==> config.mk <==
export PLATFORM = sky130hd
export DESIGN_NAME = posit_add_raw_pipe
export DESIGN_NICKNAME = d
export VERILOG_FILES = /design/src/rtl/posit_raw_pkg.sv /design/src/rtl/posit_lzc.sv /design/src/rtl/posit_add_raw_pipe.sv
export SDC_FILE = /design/constraint.sdc
export NUM_CORES = 1
export LEC_CHECK = 0
export ABC_AREA = 1
export BUFFER_PORTS_ARGS = -buffer_cell sky130_fd_sc_hd__buf_4
export CAP_MARGIN = 20
export CORE_ASPECT_RATIO = 1.2
export CORE_MARGIN = 2
export CORE_UTILIZATION = 60
export CTS_BUF_LIST = sky130_fd_sc_hd__clkbuf_8
export CTS_CLUSTER_DIAMETER = 80
export DETAILED_ROUTE_END_ITERATION = 8
export GPL_TIMING_DRIVEN = 0
export PLACE_DENSITY = 0.79
export SYNTH_ARGS = -nofsm -noshare
export SYNTH_HDL_FRONTEND = slang
export SYNTH_SLANG_ARGS = --single-unit
==> constraint.sdc <==
create_clock -name clk -period 5.55 [get_ports clk]
set_input_delay 1.665 -clock clk [delete_from_list [all_inputs] [get_ports clk]]
set_output_delay 1.665 -clock clk [all_outputs]
set_load 0.005 [all_outputs]
==> src/rtl/posit_raw_pkg.sv <==
// posit_raw_pkg: raw posit field layout, widths and packed views shared by the adder pipeline.
package posit_raw_pkg;

  localparam int NBITS   = 32;
  localparam int ES      = 3;
  localparam int FRAC_W  = 26;
  localparam int SCALE_W = $clog2((NBITS - 2) * (1 << ES) + (1 << ES)) + 1;

  typedef struct packed {
    logic                      sgn;
    logic signed [SCALE_W-1:0] scale;
    logic [FRAC_W-1:0]         frac;
    logic                      inf;
    logic                      zero;
  } raw_t;

  typedef struct packed {
    logic                    sgn;
    logic signed [SCALE_W:0] scale;
    logic [FRAC_W+1:0]       frac;
    logic                    inf;
    logic                    zero;
  } raw_sum_t;

  localparam int ZERO_B = 0;
  localparam int INF_B  = 1;
  localparam int FRAC_B = 2;

  function automatic int raw_w(input int sw, input int fw);
    return sw + fw + 3;
  endfunction

  function automatic int sum_w(input int sw, input int fw);
    return sw + fw + 6;
  endfunction

  function automatic int scale_b(input int fw);
    return fw + 2;
  endfunction

  function automatic int sgn_b(input int sw, input int fw);
    return sw + fw + 2;
  endfunction

endpackage

==> src/rtl/posit_lzc.sv <==
// posit_lzc: leading-one position of an N-bit word plus an all-zero flag.
module posit_lzc #(
  parameter  int N = 30,
  localparam int L = (N > 1) ? $clog2(N) : 1
) (
  input  logic [N-1:0] x,
  output logic [L-1:0] pos,
  output logic         zero
);

  always_comb begin
    pos = '0;
    for (int i = 0; i < N; i++) pos = x[i] ? L'(i) : pos;
  end

  assign zero = ~|x;

endmodule

==> src/rtl/posit_add_raw_pipe.sv <==
// posit_add_raw_pipe: pipelined raw posit add/sub, valid/ready backpressure, latency 4.
// Define POSIT_ADD_STICKY_EN to build the alignment sticky bit; otherwise out_sticky is 0.
module posit_add_raw_pipe
  import posit_raw_pkg::*;
#(
  parameter int NBITS   = 32,
  parameter int ES      = 3,
  parameter int SCALE_W = 9,
  parameter int FRAC_W  = 26,
  parameter int TAG_W   = 4
) (
  input  logic                              clk,
  input  logic                              rst_n,
  input  logic                              in_valid,
  output logic                              in_ready,
  input  logic [raw_w(SCALE_W, FRAC_W)-1:0] in_a,
  input  logic [raw_w(SCALE_W, FRAC_W)-1:0] in_b,
  input  logic                              in_sub,
  input  logic [TAG_W-1:0]                  in_tag,
  output logic                              out_valid,
  input  logic                              out_ready,
  output logic [sum_w(SCALE_W, FRAC_W)-1:0] out_sum,
  output logic [TAG_W-1:0]                  out_tag,
  output logic                              out_sticky
);

  localparam int RW   = raw_w(SCALE_W, FRAC_W);
  localparam int OW   = sum_w(SCALE_W, FRAC_W);
  localparam int W    = FRAC_W + 4;
  localparam int L    = $clog2(W);
  localparam int DW   = SCALE_W + 1;
  localparam int SC_B = scale_b(FRAC_W);
  localparam int SG_B = sgn_b(SCALE_W, FRAC_W);
  localparam int SCALE_MAX = (NBITS - 2) * (1 << ES) + (1 << ES) - 1;

  if (SCALE_MAX > (1 << (SCALE_W - 1)) - 1) begin : g_bad_scale_w
    $error("SCALE_W cannot hold the posit scale range");
  end

  assign in_ready = ~(out_valid & ~out_ready);

  logic              v0, sub0;
  logic [RW-1:0]     a0, b0;
  logic [TAG_W-1:0]  tag0;

  always_ff @(posedge clk or negedge rst_n) begin
    if (!rst_n) begin
      v0   <= 1'b0;
      a0   <= '0;
      b0   <= '0;
      sub0 <= 1'b0;
      tag0 <= '0;
    end else if (in_ready) begin
      v0   <= in_valid;
      a0   <= in_a;
      b0   <= in_b;
      sub0 <= in_sub;
      tag0 <= in_tag;
    end
  end

  logic                a_z, b_z, a_s, b_s, a_hi;
  logic [SCALE_W-1:0]  a_sc, b_sc;
  logic [DW-1:0]       a_x, b_x;
  logic [FRAC_W-1:0]   a_fr, b_fr;

  // zero operands are scrubbed and always rank as the smaller magnitude
  always_comb begin
    a_z  = a0[ZERO_B];
    b_z  = b0[ZERO_B];
    a_s  = ~a_z & a0[SG_B];
    b_s  = ~b_z & (b0[SG_B] ^ sub0);
    a_sc = a_z ? '0 : a0[SC_B +: SCALE_W];
    b_sc = b_z ? '0 : b0[SC_B +: SCALE_W];
    a_fr = a_z ? '0 : a0[FRAC_B +: FRAC_W];
    b_fr = b_z ? '0 : b0[FRAC_B +: FRAC_W];
    a_x  = {a_sc[SCALE_W-1], a_sc};
    b_x  = {b_sc[SCALE_W-1], b_sc};
    a_hi = b_z | (~a_z & (($signed(a_sc) > $signed(b_sc)) | ((a_sc == b_sc) & (a_fr >= b_fr))));
  end

  logic               v1, hs1, hz1, lz1, es1, inf1;
  logic [SCALE_W-1:0] hsc1;
  logic [FRAC_W-1:0]  hfr1, lfr1;
  logic [DW-1:0]      d1;
  logic [TAG_W-1:0]   tag1;

  always_ff @(posedge clk or negedge rst_n) begin
    if (!rst_n) begin
      v1   <= 1'b0;
      hs1  <= 1'b0;
      hz1  <= 1'b0;
      lz1  <= 1'b0;
      es1  <= 1'b0;
      inf1 <= 1'b0;
      hsc1 <= '0;
      hfr1 <= '0;
      lfr1 <= '0;
      d1   <= '0;
      tag1 <= '0;
    end else if (in_ready) begin
      v1   <= v0;
      hs1  <= a_hi ? a_s : b_s;
      hz1  <= a_hi ? a_z : b_z;
      lz1  <= a_hi ? b_z : a_z;
      es1  <= a_s ^ b_s;
      inf1 <= a0[INF_B] | b0[INF_B];
      hsc1 <= a_hi ? a_sc : b_sc;
      hfr1 <= a_hi ? a_fr : b_fr;
      lfr1 <= a_hi ? b_fr : a_fr;
      d1   <= a_hi ? a_x - b_x : b_x - a_x;
      tag1 <= tag0;
    end
  end

  logic [W-1:0] hm, lm, lsh, sum1;
  logic         big;

  assign hm   = {1'b0, ~hz1, hfr1, 2'b00};
  assign lm   = {1'b0, ~lz1, lfr1, 2'b00};
  assign big  = d1 >= DW'(W);
  assign lsh  = big ? '0 : lm >> d1;
  assign sum1 = es1 ? hm - lsh : hm + lsh;

  logic               v2, hs2, inf2;
  logic [W-1:0]       sum2;
  logic [SCALE_W-1:0] hsc2;
  logic [TAG_W-1:0]   tag2;

  always_ff @(posedge clk or negedge rst_n) begin
    if (!rst_n) begin
      v2   <= 1'b0;
      hs2  <= 1'b0;
      inf2 <= 1'b0;
      sum2 <= '0;
      hsc2 <= '0;
      tag2 <= '0;
    end else if (in_ready) begin
      v2   <= v1;
      hs2  <= hs1;
      inf2 <= inf1;
      sum2 <= sum1;
      hsc2 <= hsc1;
      tag2 <= tag1;
    end
  end

  logic [L-1:0]  p2;
  logic          z2;
  logic [DW-1:0] sc2;

  posit_lzc #(.N(W)) u_lzc (
    .x    (sum2),
    .pos  (p2),
    .zero (z2)
  );

  // the hidden bit sits at FRAC_W+2, so the scale moves by the leading-one offset from it
  assign sc2 = {hsc2[SCALE_W-1], hsc2} + DW'(p2) - DW'(FRAC_W + 2);

  logic             v3, hs3, inf3, z3;
  logic [W-1:0]     sum3;
  logic [L-1:0]     sh3;
  logic [DW-1:0]    sc3;
  logic [TAG_W-1:0] tag3;

  always_ff @(posedge clk or negedge rst_n) begin
    if (!rst_n) begin
      v3   <= 1'b0;
      hs3  <= 1'b0;
      inf3 <= 1'b0;
      z3   <= 1'b0;
      sum3 <= '0;
      sh3  <= '0;
      sc3  <= '0;
      tag3 <= '0;
    end else if (in_ready) begin
      v3   <= v2;
      hs3  <= hs2;
      inf3 <= inf2;
      z3   <= z2;
      sum3 <= sum2;
      sh3  <= L'(W - 1) - p2;
      sc3  <= sc2;
      tag3 <= tag2;
    end
  end

  logic [FRAC_W+1:0] nfr;

  assign nfr = (FRAC_W + 2)'((sum3 << sh3) >> 1);

  always_ff @(posedge clk or negedge rst_n) begin
    if (!rst_n) begin
      out_valid <= 1'b0;
      out_sum   <= '0;
      out_tag   <= '0;
    end else if (in_ready) begin
      out_valid <= v3;
      out_sum   <= inf3 ? OW'(2) : z3 ? OW'(1) : {hs3, sc3, nfr, 2'b00};
      out_tag   <= tag3;
    end
  end

`ifdef POSIT_ADD_STICKY_EN
  logic st1, st2, st3;

  assign st1 = big ? |lm : |(lm & ~({W{1'b1}} << d1));

  always_ff @(posedge clk or negedge rst_n) begin
    if (!rst_n) begin
      st2        <= 1'b0;
      st3        <= 1'b0;
      out_sticky <= 1'b0;
    end else if (in_ready) begin
      st2        <= st1;
      st3        <= st2;
      out_sticky <= st3 & ~inf3;
    end
  end
`else
  assign out_sticky = 1'b0;
`endif

endmodule

==> impl_metrics.env, run 1 <==
export IMPL_cts_sinks=307
export IMPL_stdcell_area_um2=22900
export IMPL_cts_buffers=49
export IMPL_regToRegStartpoint="d1[6]"
export IMPL_grt_pass1_vias=20636
export IMPL_reg2reg_depth=31
export IMPL_ys_types=60
export IMPL_die_y_um=205
export IMPL_wl_um=74100
export IMPL_place_gp_congestion=1.03
export IMPL_r2r_end="sum2[25]"
export IMPL_grt_overflow_total=0
export IMPL_ios=133
export IMPL_post_place_ws_ns=-0.158
export IMPL_vias=21224
export IMPL_p_leak_nw=11.4
export IMPL_core_um2=33200
export IMPL_yosys_warnings=0
export IMPL_dr_pass1_iters=6
export IMPL_wl_per_cell_um=21.0
export IMPL_min_to="out_tag[3]"
export IMPL_finalHoldViolations=0
export IMPL_crit_required_ns=3.88
export IMPL_cp_start_kind="input port"
export IMPL_worst_setup_path_type="in2out"
export IMPL_path_clk_slew_ns=0.07
export IMPL_n_antenna_cell=0
export IMPL_cts_tree="built"
export IMPL_power_density_nw_per_um2=650
export IMPL_min_from="tag3[3]"
export IMPL_hold_depth=2
export IMPL_synth_seq_cells=307
export IMPL_syn_inst=2860
export IMPL_fmax_ghz=0.188
export IMPL_r2r_slack_ns=0.26
export IMPL_syn2layout_area_growth_pct=13.6
export IMPL_worst_pin_slew_ns=1.05
export IMPL_syn_num_nets=3063
export IMPL_end_kind="primary output"
export IMPL_viasPerCell=6.01
export IMPL_h_tree_depth=2
export IMPL_crit_arrival_ns=3.65
export IMPL_final_cell_mix="nand2_1, o21ai_0, inv_1"
export IMPL_cap_viol_max_count=0
export IMPL_antenna_left=0
export IMPL_place_area_um2=21800
export IMPL_hpwl_um=57500
export IMPL_relSlewSlack=0.295
export IMPL_die_w_um=171
export IMPL_postSynth_asyncResetShare=1.00
export IMPL_skew_ns=0.0449
export IMPL_drc=0
export IMPL_finalCritPeriodShare=0.957
export IMPL_slew_viol_final=0
export IMPL_grt_pass1_wl_um=114000
export IMPL_rsz0062_at_grt="false"
export IMPL_vdd_drop_max_v=0.000341
export IMPL_nets=3247
export IMPL_setup_ws_ns=0.236
export IMPL_synth_flop_cell="dfrtp_1"
export IMPL_drive_gt1_frac=0.0986
export IMPL_postSynthAreaPerCell_um2=7.06
export IMPL_io_buffers=131
export IMPL_antenna_found_initial=0
export IMPL_setup_viol=0
export IMPL_synth_edf_count=0
export IMPL_fin_cells=3534
export IMPL_synth_seq_area_share=0.381
export IMPL_fp_row_count=73
export IMPL_layout_commonest_cell="nand2_1"
export IMPL_status="complete, no violations"
export IMPL_grt_usage=0.428
export IMPL_syn_area_um2=20200
export IMPL_grt_start_max_net_pins=125
export IMPL_period_needed_ns=5.31
export IMPL_drt_iter0_markers=2383
export IMPL_place_inst=3443
export IMPL_holdCritPathClass="reg2reg"
export IMPL_start_util=0.609
export IMPL_insertion_delay_ns=0.64
export IMPL_clk_path_buf_depth=3
export IMPL_dieArea_um2=35100
export IMPL_crit_fanout=10
export IMPL_root_buffer="clkbuf_8"
[power breakdown]
part	total (mW)	leakage [nW]	switching, mW	internal, mW
registers	3.87	3.79	0.707	3.17
clock network	2.18	0.618	0.999	1.18
logic	8.87	7.02	6.18	2.68
[final cells by class]
cell class / instances / area (um2)
plain buffers: 155 / 659
clock buffers: 63 / 867
clock inverters: 28 / 229
fillers: 2752 / 10200
inverters: 322 / 1210
multi-input cells: 2076 / 10700
flip-flops and latches: 307 / 7680
well taps: 450 / 563
repair buffers: 133 / 1050
[layer usage]
layer  part of all wire  up-vias  global-route usage
met5                  0        -                   0
met4              0.091        0               0.320
met3              0.084      341              0.0804
met2               0.47     1271               0.713
met1               0.36     9959               0.489
li1                   -     9653                   -
[critical path: stages]
cell and delay [ns]:
buf_4 0.12, nor2_1 0.34, clkinv_1 0.43, clkbuf_1 0.47
clkbuf_1 0.38, buf_4 0.23
[cells in the mapped netlist, types with 7 or more instances]
library cell / number / area share
inv_2: 8 / 0.0015
o21ai_0: 342 / 0.085
a31oi_1: 20 / 0.0062
nor2_1: 251 / 0.047
buf_2: 28 / 0.0069
a21oi_1: 150 / 0.037
o211ai_1: 37 / 0.014
dfrtp_1: 307 / 0.38
nand2_2: 12 / 0.0037
nor3_1: 37 / 0.0092
o21ai_1: 30 / 0.0074
a211oi_1: 7 / 0.0026
nand4_1: 8 / 0.0025
nor4_1: 7 / 0.0022
mux2i_1: 14 / 0.0069
o21ai_2: 7 / 0.0030
xor2_1: 23 / 0.010
ha_1: 114 / 0.071
o21a_1: 8 / 0.0030
clkbuf_1: 107 / 0.020
buf_1: 15 / 0.0028
o21bai_1: 7 / 0.0026
inv_1: 311 / 0.058
or2_2: 8 / 0.0025
nand2_1: 795 / 0.15
nand3_1: 121 / 0.030
[how the worst max path moves through the flow]
stage | from | endpoint | slack, ns
after floorplan | out_ready | in_ready | 1.30
after global placement | d1[1] | sum2[25] | -0.22
after detailed placement | d1[1] | sum2[25] | -0.16
after CTS | d1[6] | sum2[25] | 0.04
after global routing | d1[6] | sum2[28] | 0.03
final | out_ready | in_ready | 0.24
[stage by stage]
step	power (mW)	util	hold slack, ns	TNS [ns]
after global routing	15.9	0.692	0.503	0
after CTS	14.5	0.691	0.474	0
after detailed placement	12.3	0.657	0.461	-0.199
after global placement	12.1	0.656	0.440	-0.309
final	14.9	0.692	0.483	0
after floorplan	9.27	-	0.420	0
[registers in the layout (all words and copies together), names as in the netlist, 9 cells and up]
| signal | cells |
|---|---|
| hfr1 | 26 |
| hsc2 | 9 |
| a0 | 38 |
| sc3 | 10 |
| sum2 | 30 |
| lfr1 | 26 |
| out_sum | 41 |
| sum3 | 29 |
| d1 | 10 |
| b0 | 38 |
| hsc1 | 9 |
[cells by family (layout without fill, tap and decap cells)]
group | after synthesis | after routing | synth area share
xor+xnor | 27 | 27 | 0.0117
other cells | 1 | 1 | 0.000186
simple gates | 1264 | 1264 | 0.256
flops | 307 | 307 | 0.381
compound gates | 652 | 652 | 0.178
mux | 14 | 14 | 0.00694
buf+inv | 477 | 701 | 0.0923
fa+ha+maj | 118 | 118 | 0.0746
[timing repair]
action                                  in CTS  in global routing
endpoints found under the setup margin       2                  7
gates resized for setup                      3                 12
pin swaps                                    0                  2
hold buffers                                 0                  0
buffers inserted                             0                  0
Note: power is estimated with default switching activity, not from simulation.
==> inputs of run 2 (changes only) <==
RECOVER_POWER = 50   (was default)
SYNTH_HIERARCHICAL = 1   (was default)
==> impl_metrics.env, run 2 <==
export IMPL_place_gp_congestion=1.04
export IMPL_die_y_um=207
export IMPL_cts_tree="built"
export IMPL_slew_viol_final=55
export IMPL_cts_buffers=49
export IMPL_worst_pin_slew_ns=3.33
export IMPL_status="complete, but fails checks"
export IMPL_drt_iter0_markers=2330
export IMPL_yosysMostFrequentCell="nand2_1"
export IMPL_die_w_um=173
export IMPL_viasPerCell=6.01
export IMPL_postSynth_asyncResetShare=1.00
export IMPL_ios=133
export IMPL_fmax_ghz=0.187
export IMPL_rsz0062_at_grt="false"
export IMPL_antenna_found_initial=0
export IMPL_antenna_left=0
export IMPL_syn_num_nets=3158
export IMPL_root_buffer="clkbuf_8"
export IMPL_h_tree_depth=2
export IMPL_fp_row_count=74
export IMPL_grt_usage=0.416
export IMPL_grt_pass1_wl_um=116000
export IMPL_crit_fanout=10
export IMPL_finalHoldViolations=0
export IMPL_setup_viol=0
export IMPL_vdd_drop_max_v=0.000373
export IMPL_post_cts_setup_buffers=0
export IMPL_syn_area_um2=20500
export IMPL_drc=0
export IMPL_yosys_warnings=6
export IMPL_grt_overflow_total=0
export IMPL_stdcell_area_um2=23200
export IMPL_cp_start_kind="input port"
export IMPL_dieArea_um2=35800
export IMPL_finalCritPeriodShare=0.962
export IMPL_r2r_slack_ns=0.27
export IMPL_n_antenna_cell=0
export IMPL_synth_top_area_share=0.374
export IMPL_crit_required_ns=3.88
export IMPL_drive_gt1_frac=0.0846
export IMPL_dr_pass1_iters=8
export IMPL_synth_seq_area_share=0.374
export IMPL_ys_types=58
export IMPL_final_cell_mix="nand2_1, inv_1, o21ai_0"
export IMPL_path_clk_slew_ns=0.06
export IMPL_period_needed_ns=5.34
export IMPL_io_buffers=131
export IMPL_grt_start_max_net_pins=99
export IMPL_synth_flop_cell="dfrtp_1"
export IMPL_end_kind="primary output"
export IMPL_skew_ns=0.0485
export IMPL_postSynthAreaPerCell_um2=6.97
export IMPL_reg_top3="out_sum x41, a0 x38, b0 x38"
export IMPL_relSlewSlack=-1.22
export IMPL_wl_per_cell_um=20.6
export IMPL_cts_sinks=307
export IMPL_dr_wl_met2_um=35600
export IMPL_wl_um=74500
export IMPL_layout_commonest_cell="nand2_1"
export IMPL_holdCritPathClass="reg2reg"
export IMPL_start_util=0.606
export IMPL_clk_path_buf_depth=3
export IMPL_synth_seq_cells=307
export IMPL_final_fill_count=2889
export IMPL_violations="capacitance limit, slew limit"
export IMPL_place_area_um2=22200
export IMPL_syn2layout_area_growth_pct=13.0
export IMPL_synth_top_cells_by_count="nand2_1, o21ai_0, inv_1, dfrtp_1, nor2_1"
export IMPL_vias=21773
export IMPL_top_layer="met4"
export IMPL_worst_setup_path_type="in2out"
export IMPL_cap_viol_max_count=1
export IMPL_power_density_nw_per_um2=632
export IMPL_wl_met3_um=6460
export IMPL_syn_inst=2947
export IMPL_insertion_delay_ns=0.66
export IMPL_synth_edf_count=0
export IMPL_hpwl_um=58500
export IMPL_nets=3343
export IMPL_yosys_area_top_type="dfrtp_1"
export IMPL_core_um2=33900
export IMPL_m1WireLength_um=27000
export IMPL_grt_pass1_vias=21478
export IMPL_crit_arrival_ns=3.67
export IMPL_p_leak_nw=11.7
export IMPL_largest_register="out_sum"
export IMPL_finalPower_mw=14.7
export IMPL_synth_area_leaders="dfrtp_1, nand2_1, o21ai_0"
export IMPL_largest_reg_flops=41
[run 2: layout make-up]
cell class                 count  area, um2  share of cell area
clock inverter                23        151             0.00652
timing repair buffer         134       1040              0.0447
multi-input combinational   2145      11000               0.472
clock buffer                  65        895              0.0385
tap                          456        571              0.0246
sequential                   307       7680               0.331
inverter                     335       1260              0.0542
buffer                       160        653              0.0281
[run 2: cells by family after synthesis]
group	synth area share
AO/OA/AOI/OAI	0.173
buffers and inverters	0.0927
multiplexers	0.0102
XOR/XNOR	0.00810
flip-flops	0.374
other	0.000182
adder cells (fa/ha/maj)	0.0782
AND/OR/NAND/NOR	0.264
[run 2: worst max-delay path, cell delays in order]
cell      delay (ns)
clkbuf_1        0.10
nor2_2          0.58
clkinv_1        0.33
clkbuf_1        0.41
clkbuf_1        0.37
buf_4           0.22
[run 2: metrics by stage]
stage | util | cells | setup WS [ns] | setup TNS, ns | hold WS [ns]
6_report | 0.685 | 3625 | 0.213 | 0 | 0.473
5_1_grt | 0.685 | 3625 | 0.0111 | 0 | 0.483
4_1_cts | 0.686 | 3625 | 0.0410 | 0 | 0.469
3_5_place_dp | 0.655 | 3537 | -0.120 | -0.289 | 0.455
3_3_place_gp | 0.652 | 3534 | -0.0942 | -0.203 | 0.451
2_1_floorplan | - | 2947 | 1.22 | 0 | 0.420
[run 2: where the power goes]
group	total, mW	switching, mW	leakage (nW)	internal (mW)
clock network	2.10	0.999	0.589	1.10
logic	8.60	5.90	7.29	2.70
registers	3.98	0.810	3.78	3.17
total	14.7	7.71	11.7	6.97
[run 2: per-layer routing]
layer	up-vias	GRT usage
met3	329	0.0756
met1	10243	0.475
li1	9967	-
met4	0	0.283
met2	1234	0.719
met5	-	0
[run 2: final timing paths]
kind	startpoint	endpoint	cells after the start
worst min register to register	tag1[0]	tag2[0]	2
min in group asynchronous	rst_n	out_sum[6]	1
max in group asynchronous	rst_n	hfr1[20]	4
worst max register to register	d1[8]	sum2[26]	27
worst min-delay path	tag1[0]	tag2[0]	2
worst max-delay path	out_ready	in_ready	6
[run 2: what timing repair did]
| item | 4_1_cts | 5_1_grt |
|---|---|---|
| hold buffers | 0 | 0 |
| gates resized for setup | 2 | 9 |
| endpoints found under the setup margin | 4 | 10 |
